**config.mk**
```make
export PLATFORM = sky130hd
export DESIGN_NAME = reset_release_sequencer
export DESIGN_NICKNAME = d
export VERILOG_FILES = /design/src/rtl/reset_seq_pkg.sv /design/src/rtl/seq_delay_counter.sv /design/src/rtl/reset_release_sequencer.sv
export SDC_FILE = /design/constraint.sdc
export NUM_CORES = 1
export LEC_CHECK = 0
export CAP_MARGIN = 20
export CORE_UTILIZATION = 45
export CTS_CLUSTER_SIZE = 14
export DETAILED_ROUTE_END_ITERATION = 16
export PLACE_DENSITY_LB_ADDON = 0.3
export SETUP_SLACK_MARGIN = 0.3
export SLEW_MARGIN = 20
export SYNTH_ARGS = -nofsm -noshare
export SYNTH_HDL_FRONTEND = slang
export SYNTH_HIERARCHICAL = 1
export SYNTH_SLANG_ARGS = --single-unit
```
**constraint.sdc**
```tcl
create_clock -name clk -period 2.25 [get_ports clk]
set_input_delay 0.5625 -clock clk [delete_from_list [all_inputs] [get_ports clk]]
set_output_delay 0.5625 -clock clk [all_outputs]
set_load 0.03 [all_outputs]
```
**src/rtl/reset_seq_pkg.sv**
```systemverilog
// Shared types and constants for the reset release sequencer: state encoding,
// default timing parameters and the delay-counter width helper.
package reset_seq_pkg;

  localparam int DEF_STAGES      = 3;
  localparam int DEF_HOLD_CYCLES = 8;
  localparam int DEF_GAP_CYCLES  = 4;
  localparam int DEF_ACK_TIMEOUT = 16;

  typedef enum logic [2:0] {
    HOLD     = 3'd0,
    RELEASE  = 3'd1,
    WAIT_ACK = 3'd2,
    GAP      = 3'd3,
    DONE     = 3'd4,
    ERROR    = 3'd5
  } state_t;

  // One counter serves all timed states, so it is sized for the longest interval.
  function automatic int cnt_width(input int hold, input int gap, input int tmo);
    int m;
    m = hold;
    if (gap > m) m = gap;
    if (tmo > m) m = tmo;
    return $clog2(m) + 1;
  endfunction

endpackage

```
**src/rtl/seq_delay_counter.sv**
```systemverilog
// Up-counter with synchronous clear and enable; o_term flags count == i_limit.
module seq_delay_counter #(
  parameter int WIDTH = 5
) (
  input  logic             clk,
  input  logic             rst_n,
  input  logic             i_clr,
  input  logic             i_en,
  input  logic [WIDTH-1:0] i_limit,
  output logic             o_term
);

  logic [WIDTH-1:0] r_count;

  always_ff @(posedge clk or negedge rst_n) begin
    if (!rst_n) begin
      r_count <= '0;
    end else if (i_clr) begin
      r_count <= '0;
    end else if (i_en) begin
      r_count <= r_count + WIDTH'(1);
    end
  end

  assign o_term = (r_count == i_limit);

endmodule

```
**src/rtl/reset_release_sequencer.sv**
```systemverilog
// Releases STAGES reset domains in order with hold, per-stage ack/timeout and gaps.
// Optional one-shot stage_pulse output when RESET_SEQ_STAGE_PULSE_EN is defined.
module reset_release_sequencer
  import reset_seq_pkg::*;
#(
  parameter int STAGES      = DEF_STAGES,
  parameter int HOLD_CYCLES = DEF_HOLD_CYCLES,
  parameter int GAP_CYCLES  = DEF_GAP_CYCLES,
  parameter int ACK_TIMEOUT = DEF_ACK_TIMEOUT
) (
  input  logic                    clk,
  input  logic                    rst_n,
  input  logic                    restart_req,
  input  logic [STAGES-1:0]       stage_ack,
  output logic [STAGES-1:0]       stage_rst_n,
  output logic                    busy,
  output logic                    done,
  output logic                    timeout_err,
  output logic [$clog2(STAGES):0] cur_stage
`ifdef RESET_SEQ_STAGE_PULSE_EN
  ,
  output logic [STAGES-1:0]       stage_pulse
`endif
);

  localparam int CW = cnt_width(HOLD_CYCLES, GAP_CYCLES, ACK_TIMEOUT);
  localparam int SW = $clog2(STAGES) + 1;

  localparam logic [CW-1:0] HOLD_LIM = CW'(HOLD_CYCLES - 1);
  localparam logic [CW-1:0] ACK_LIM  = CW'(ACK_TIMEOUT - 1);
  localparam logic [CW-1:0] GAP_LIM  = CW'((GAP_CYCLES > 0) ? GAP_CYCLES - 1 : 0);
  localparam logic [SW-1:0] LAST_STAGE = SW'(STAGES - 1);

  state_t            r_state;
  state_t            w_state_next;
  logic [STAGES-1:0] r_stage_rst_n;
  logic [STAGES-1:0] w_stage_rst_n_next;
  logic [SW-1:0]     r_cur_stage;
  logic [SW-1:0]     w_cur_stage_next;
  logic [STAGES-1:0] w_stage_sel;
  logic              w_ack_cur;
  logic [CW-1:0]     w_limit;
  logic              w_cnt_en;
  logic              w_cnt_clr;
  logic              w_term;

  // One-hot view of cur_stage, used both to pick the ack and to set the release bit.
  for (genvar gi = 0; gi < STAGES; gi++) begin : g_sel
    assign w_stage_sel[gi] = (r_cur_stage == SW'(gi));
  end

  assign w_ack_cur = |(stage_ack & w_stage_sel);

  always_comb begin
    w_limit  = '0;
    w_cnt_en = 1'b0;
    case (r_state)
      HOLD:     begin w_limit = HOLD_LIM; w_cnt_en = 1'b1; end
      WAIT_ACK: begin w_limit = ACK_LIM;  w_cnt_en = 1'b1; end
      GAP:      begin w_limit = GAP_LIM;  w_cnt_en = 1'b1; end
      default:  begin w_limit = '0;       w_cnt_en = 1'b0; end
    endcase
  end

  assign w_cnt_clr = (w_state_next != r_state);

  seq_delay_counter #(
    .WIDTH(CW)
  ) u_delay_counter (
    .clk    (clk),
    .rst_n  (rst_n),
    .i_clr  (w_cnt_clr),
    .i_en   (w_cnt_en),
    .i_limit(w_limit),
    .o_term (w_term)
  );

  always_comb begin
    w_state_next       = r_state;
    w_stage_rst_n_next = r_stage_rst_n;
    w_cur_stage_next   = r_cur_stage;
    case (r_state)
      HOLD: begin
        if (w_term) begin
          w_state_next     = RELEASE;
          w_cur_stage_next = '0;
        end
      end
      RELEASE: begin
        w_stage_rst_n_next = r_stage_rst_n | w_stage_sel;
        w_state_next       = WAIT_ACK;
      end
      WAIT_ACK: begin
        // An ack on the timeout edge still counts as success.
        if (w_ack_cur) begin
          if (r_cur_stage == LAST_STAGE) begin
            w_state_next = DONE;
          end else if (GAP_CYCLES == 0) begin
            w_state_next     = RELEASE;
            w_cur_stage_next = r_cur_stage + SW'(1);
          end else begin
            w_state_next = GAP;
          end
        end else if (w_term) begin
          w_state_next = ERROR;
        end
      end
      GAP: begin
        if (w_term) begin
          w_state_next     = RELEASE;
          w_cur_stage_next = r_cur_stage + SW'(1);
        end
      end
      DONE, ERROR: begin
        if (restart_req) begin
          w_state_next       = HOLD;
          w_stage_rst_n_next = '0;
          w_cur_stage_next   = '0;
        end
      end
      default: begin
        w_state_next       = HOLD;
        w_stage_rst_n_next = '0;
        w_cur_stage_next   = '0;
      end
    endcase
  end

  always_ff @(posedge clk or negedge rst_n) begin
    if (!rst_n) begin
      r_state       <= HOLD;
      r_stage_rst_n <= '0;
      r_cur_stage   <= '0;
    end else begin
      r_state       <= w_state_next;
      r_stage_rst_n <= w_stage_rst_n_next;
      r_cur_stage   <= w_cur_stage_next;
    end
  end

  assign stage_rst_n = r_stage_rst_n;
  assign cur_stage   = r_cur_stage;
  assign done        = (r_state == DONE);
  assign timeout_err = (r_state == ERROR);
  assign busy        = (r_state != DONE) && (r_state != ERROR);

`ifdef RESET_SEQ_STAGE_PULSE_EN
  logic [STAGES-1:0] r_stage_pulse;

  // Fires on the same edge a stage_rst_n bit goes 0 -> 1.
  always_ff @(posedge clk or negedge rst_n) begin
    if (!rst_n) begin
      r_stage_pulse <= '0;
    end else begin
      r_stage_pulse <= w_stage_rst_n_next & ~r_stage_rst_n;
    end
  end

  assign stage_pulse = r_stage_pulse;
`endif

endmodule
```
# Word level (Yosys, flattened, before mapping)
# Index checks and enable logic that the tools add are counted.
[op_classes] n_addsub=2 n_mul=0 div=0 n_lt_le_gt_ge=0 n_eq_ne=14 shifts=0 muxes=15 bitwise_logic=4 n_reduce_logical=11
[ops] operator="3-bit 2-to-1 mux" count=8
[ops] operator="3-bit case mux with 4 select lines" count=2
[ops] operator="4-bit case mux with 3 select lines" count=1
[ops] operator="5-bit 2-to-1 mux" count=2
[ops] operator="3-bit by 2-bit == test with 1-bit output, second input constant" count=3
[ops] operator="3-bit case mux with 3 select lines" count=1
[ops] operator="3-bit by 1-bit == test with 1-bit output, second input constant" count=2
[ops] operator="3-bit == test, second input constant" count=2
[ops] operator="3-bit zero test" count=2
[ops] operator="3-bit inequality test, second input constant" count=2
[ops] operator="2-bit OR reduction" count=3
[ops] operator="3-bit OR reduction" count=2
[ops] operator="5-bit by 1-bit adder with 5-bit output, second input constant" count=1
[ops] operator="5-bit by 4-bit == test with 1-bit output" count=1
[ops] operator="2-bit by 1-bit inequality test with 1-bit output, second input constant" count=2
[ops] operator="4-bit AND reduction" count=1
[ops] operator="3-bit by 1-bit adder with 3-bit output, second input constant" count=1
[ops] operator="3-bit bitwise AND" count=1
[ops] operator="3-bit inequality test" count=1
[ops] operator="3-bit OR" count=1
[ops] operator="2-bit inequality test, second input constant" count=1
[ops] operator="1-bit inverter" count=2
[ops] operator="2-bit AND reduction" count=1
[ops] operator="2-bit nonzero test" count=1
[ops] operator="other kinds (2)" count=2
[totals] register_bits=14 latchBits=0 ramBits=0 rom_bits=0 inputBits=6 output_inout_bits=9 wordCells=50 mem_count=0

# Logic depth before layout (Yosys ltp)
# Gate-level depths: netlist (run 1).
[logic_depth] word_depth=8 mapped_depth=12 mapped_depth_nobuf=12

# By module
# The synthesis (run 1) kept the hierarchy.
[by_module_without_submodules] mod="reset_release_sequencer" instances=1 cells_each=80 area_per_inst_um2=685.7 seq_area_each_um2=225.2
[by_module_without_submodules] mod="seq_delay_counter" instances=1 cells_each=26 area_per_inst_um2=271.5 seq_area_each_um2=125.1

# Least setup slack after synthesis (run 1)
# No wires, ideal clock.
[synth_path] path_type="register to register" from="register r_state[2]" to="register u_delay_counter.r_count[0]" setup_time_ns=0.135 t_arrival_ns=2.291 required_time_ns=2.115 setup_slack_ns=-0.176 stages_incl_launch_ff=12 n_path_buf=0 synth_period_minus_slack_ns=2.426 path_cell_list="dfrtp_1 > or2_4 > clkinv_2 > nand2_2 > inv_1 > xnor2_1 > nand3_1 > nor3_1 > nor2_1 > a32o_1 > o221ai_1 > nor2_1"
[synth_via] elab_chain_len=8 word_cells_on_any_way=20 classes_between="7 x eq/ne; 8 x mux; 5 x reduce/logical"
[synth_rtl] item="start: declaration" line="reset_release_sequencer.sv:34" rtl="state_t r_state;"
[synth_rtl] item="start signal: assignment" line="reset_release_sequencer.sv:135" rtl="r_state <= w_state_next;"
[synth_rtl] item="3-bit by 2-bit == test with 1-bit output or 3-bit zero test (tied branches)" line="reset_release_sequencer.sv:57" rtl="case (r_state)"
[synth_rtl] item="4-bit case mux with 3 select lines *" line="reset_release_sequencer.sv:57"
[synth_rtl] item="named net w_limit[2]" line="reset_release_sequencer.sv:42" rtl="logic [CW-1:0] w_limit;"
[synth_rtl] item="5-bit by 4-bit == test with 1-bit output *" line="seq_delay_counter.sv:25" rtl="assign o_term = (r_count == i_limit);"
[synth_rtl] item="named net w_term" line="reset_release_sequencer.sv:45" rtl="logic w_term;"
[synth_rtl] item="3-bit 2-to-1 mux" line="reset_release_sequencer.sv:104" rtl="end else if (w_term) begin"
[synth_rtl] item="3-bit 2-to-1 mux" line="reset_release_sequencer.sv:95" rtl="if (w_ack_cur) begin"
[synth_rtl] item="3-bit case mux with 4 select lines *" line="reset_release_sequencer.sv:82" rtl="case (r_state)"
[synth_rtl] item="3-bit inequality test *" line="reset_release_sequencer.sv:65" rtl="assign w_cnt_clr = (w_state_next != r_state);"
[synth_rtl] item="named net w_cnt_clr" line="reset_release_sequencer.sv:44" rtl="logic w_cnt_clr;"
[synth_rtl] item="5-bit 2-to-1 mux or 2-bit nonzero test (tied branches)"
[synth_rtl] item="end signal: assignment" line="seq_delay_counter.sv:21" rtl="r_count <= r_count + WIDTH'(1);"
[synth_rtl] item="end: declaration" line="seq_delay_counter.sv:13" rtl="logic [WIDTH-1:0] r_count;"
# The timed path passes the listed nets; every way through them passes the cells marked *.
# A chain may end at the register's enable or synchronous reset.

# Final worst setup path (run 1)
[layout_path] from="register r_state[2]" to="register u_delay_counter.r_count[4]"
# The elaborated chain is that of the path after synthesis.

==> results of run 1 <==
-- logic make-up after synthesis --
| family | after synthesis | synth area share [%] |
|---|---|---|
| DFF | 14 | 36.6 |
| adders and majority gates | 5 | 6.54 |
| and+or+nand+nor | 37 | 20.5 |
| xor gates and xnor gates | 9 | 8.23 |
| buffers and inverters | 11 | 5.23 |
| other | 1 | 0.392 |
| AOI/OAI and AO/OA | 28 | 21.4 |
| muxes | 1 | 1.05 |
-- metrics by stage --
stage,setup TNS [ps],setup slack (ps),cells,utilization (%),cell area [µm²]
finish,0,98.4,159,66.5,1320
global route,-146,-38.4,159,66.5,1320
floorplan,0,233,106,-,987
CTS,0,103,157,63.3,1250
detailed placement,-3.23,-3.23,147,59.0,1170
global placement,0,72.8,147,59.0,1170
-- Yosys cell counts, drive strengths merged, types with 2 or more instances --
master / instances
dfrtp: 14
nor2: 12
a21oi: 8
nand2: 7
inv: 6
o21ai: 6
ha: 5
xor2: 5
buf: 4
nand4: 4
nor3: 4
xnor2: 4
a2bb2oi: 2
nand2b: 2
nor2b: 2
o221ai: 2
o22ai: 2
-- sequential cells by signal, indices dropped and copies added (netlist names) --
register	cells
r_state	3
cur_stage	3
u_delay_counter/r_count	5
stage_rst_n	3
-- power by group --
part / switching [mW] / internal (mW) / leakage [nW]
Clock: 0.0817 / 0.0983 / 0.0210
Sequential: 0.0871 / 0.345 / 0.176
Combinational: 0.697 / 0.551 / 0.399
-- final cells by class --
cell class | instances | area (µm²) | share of cell area (%)
tap | 27 | 33.8 | 2.56
timing repair buffer | 26 | 229 | 17.4
clock buffer | 4 | 36.3 | 2.75
inverter | 7 | 33.8 | 2.56
multi-input combinational | 81 | 636 | 48.2
sequential | 14 | 350 | 26.6
-- layer usage --
| layer | wire length [µm] | part of all wire (%) |
|---|---|---|
| met1 | 1060 | 44 |
| met5 | 0 | 0 |
| met4 | 65 | 2.7 |
| met3 | 101 | 4.2 |
| met2 | 1200 | 49 |
-- worst max-delay path by stage --
stage,start,end
global placement,stage_ack[1],u_delay_counter/r_count[4]$_DFFE_PN0P_
finish,r_state[2]$_DFF_PN0_,u_delay_counter/r_count[4]$_DFFE_PN0P_
global route,r_state[2]$_DFF_PN0_,u_delay_counter/r_count[1]$_DFFE_PN0P_
detailed placement,stage_ack[1],u_delay_counter/r_count[4]$_DFFE_PN0P_
floorplan,r_state[2]$_DFF_PN0_,cur_stage[2]$_DFFE_PN0P_
CTS,r_state[2]$_DFF_PN0_,u_delay_counter/r_count[4]$_DFFE_PN0P_
-- what timing repair did --
item	CTS	global route
resized for setup	8	13
setup buffers	6	2
endpoints found under the setup margin	13	13
pin swaps	2	2
hold endpoints to repair	0	0
-- tightest hold or removal path: cells and delay by family, from the launching register on --
| family | cells | cell delay [ps] |
|---|---|---|
| flops | 1 | 360 |
| simple gates | 1 | 90 |
| compound gates | 1 | 40 |
==> flow_summary.json, run 1 <==
{
  "timing.rr.end": "u_delay_counter/r_count[4]$_DFFE_PN0P_",
  "ys_types": 39,
  "required_ps": 2410,
  "startpoint_type": "flip-flop",
  "hold_start": "stage_rst_n[0]$_DFFE_PN0P_",
  "drtIter0Drc": 27,
  "drive_gt1_share_pct": 25.0,
  "rows": 16,
  "ant_nets": 0,
  "clk_pin_slew_ps": 90,
  "synth.top_cell.area_share_pct": 36.6,
  "worstSetupPathType": "flip-flop to flip-flop",
  "met3_usage_pct": 3.33,
  "fmax_ghz": 0.465,
  "grt_use_met2_pct": 37.3,
  "p_leak_nw": 0.597,
  "gr-total-overflow": 0,
  "cp_cell_sequence": "or2_4 > clkinv_4 > nand2_4 > inv_4 > xnor2_2 > nand3_2 > nor3_4 > nor2_1 > a32o_1 > o221ai_4 > nor2_1",
  "busiest_layer": "met2",
  "synth_area_leaders": "dfrtp_1, ha_1, nor2_1",
  "min_period_over_period_pct": 95.6,
  "grt.total_usage_pct": 24.0,
  "crit_arrival_ps": 2310,
  "cts_tree": "yes",
  "grt_max_degree": 16,
  "crit_cells": 11,
  "antenna_cells": 0,
  "remaining_drc_errors": 0,
  "worstMarginPinSlew_ps": 638,
  "num-nets-final": 144,
  "syn_to_final_growth_pct": 37.8,
  "synth_fp_nets": 117,
  "netlist.top_cell.by_area": "dfrtp_1",
  "fp.dieW_um": 48.1,
  "yosys_most_used_dff": "dfrtp_1",
  "numCtsBuffers": 3,
  "grt_pass1_vias": 841,
  "syn_inst": 106,
  "hold_ws_ps": 528,
  "syn_avg_cell_area_um2": 9.03,
  "ys_ff_latch": 14,
  "wl_per_cell_um": 15.3,
  "num_vias": 890,
  "hold_depth": 2,
  "async_flop_share_pct": 100,
  "critPathSlowestCell": "dfrtp_1",
  "finalClockSkew_ps": 5.60,
  "maxSlewViolCount": 0,
  "cp_top_family": "simple AND/OR/NAND/NOR gates",
  "hp-class": "flip-flop to flip-flop",
  "wl_mm": 2.43,
  "critPathMaxFanout": 8,
  "hold_violations": 0,
  "crit-reg2reg-launch": "r_state[2]$_DFF_PN0_",
  "dr.pass1.iters": 4,
  "hold_buffers": 0,
  "seq_area_frac_synth_pct": 36.6,
  "cp-end-kind": "flip-flop",
  "cts-root-buf": "clkbuf_4",
  "p_total_mw": 1.86,
  "powerDensity_nw_per_um2": 1410,
  "finalCriticalPeriod_ps": 2150,
  "rrSetupSlack_ps": 100,
  "dpl.hpwl_mm": 1.67,
  "setup_viol": 0,
  "syn_area_um2": 957,
  "htreeDepth": 1,
  "gp_congestion": 0.870,
  "holdPathEnd": "stage_rst_n[0]$_DFFE_PN0P_",
  "final_common_cell": "dfrtp_1",
  "cts_buffer_depth": 2,
  "cts.sinks": 14,
  "die_y_um": 48.1,
  "max_cap_violations": 0,
  "crit_path_max_incr_delay_ps": 410,
  "io_pins": 15,
  "io_buffers": 14,
  "path_common_cell": "nor2_1",
  "max_slew_margin_pct": 57.3,
  "grt_util_met1_pct": 32.1,
  "dieArea_um2": 2320,
  "yosys_warnings": 6,
  "path_buf_inv": 2,
  "core_area_um2": 1980,
  "grt_pass1_wl_mm": 3.67,
  "start_util_pct": 48.3,
  "max-vdd-ir-drop_mv": 0.834,
  "layout_common_cells": "dfrtp_1, nor2_1, buf_4, clkdlybuf4s50_1",
  "antenna_found_initial": 0,
  "clk_latency_ps": 280,
  "reg2regPathDepth": 11,
  "fillers": 158,
  "vias_per_cell": 5.60,
  "status": "finished, final reports clean",
  "synth_edf_count": 0,
  "grt_setup_unrepaired": "true"
}
No activity file was read; power rests on OpenSTA's default activity.
==> run 2: changes to the inputs <==
- CAP_MARGIN: 20 -> 25
- SLEW_MARGIN: 20 -> unset
==> results of run 2 <==
Same layout as run 1: the final DEF is identical, and so are final timing and power.
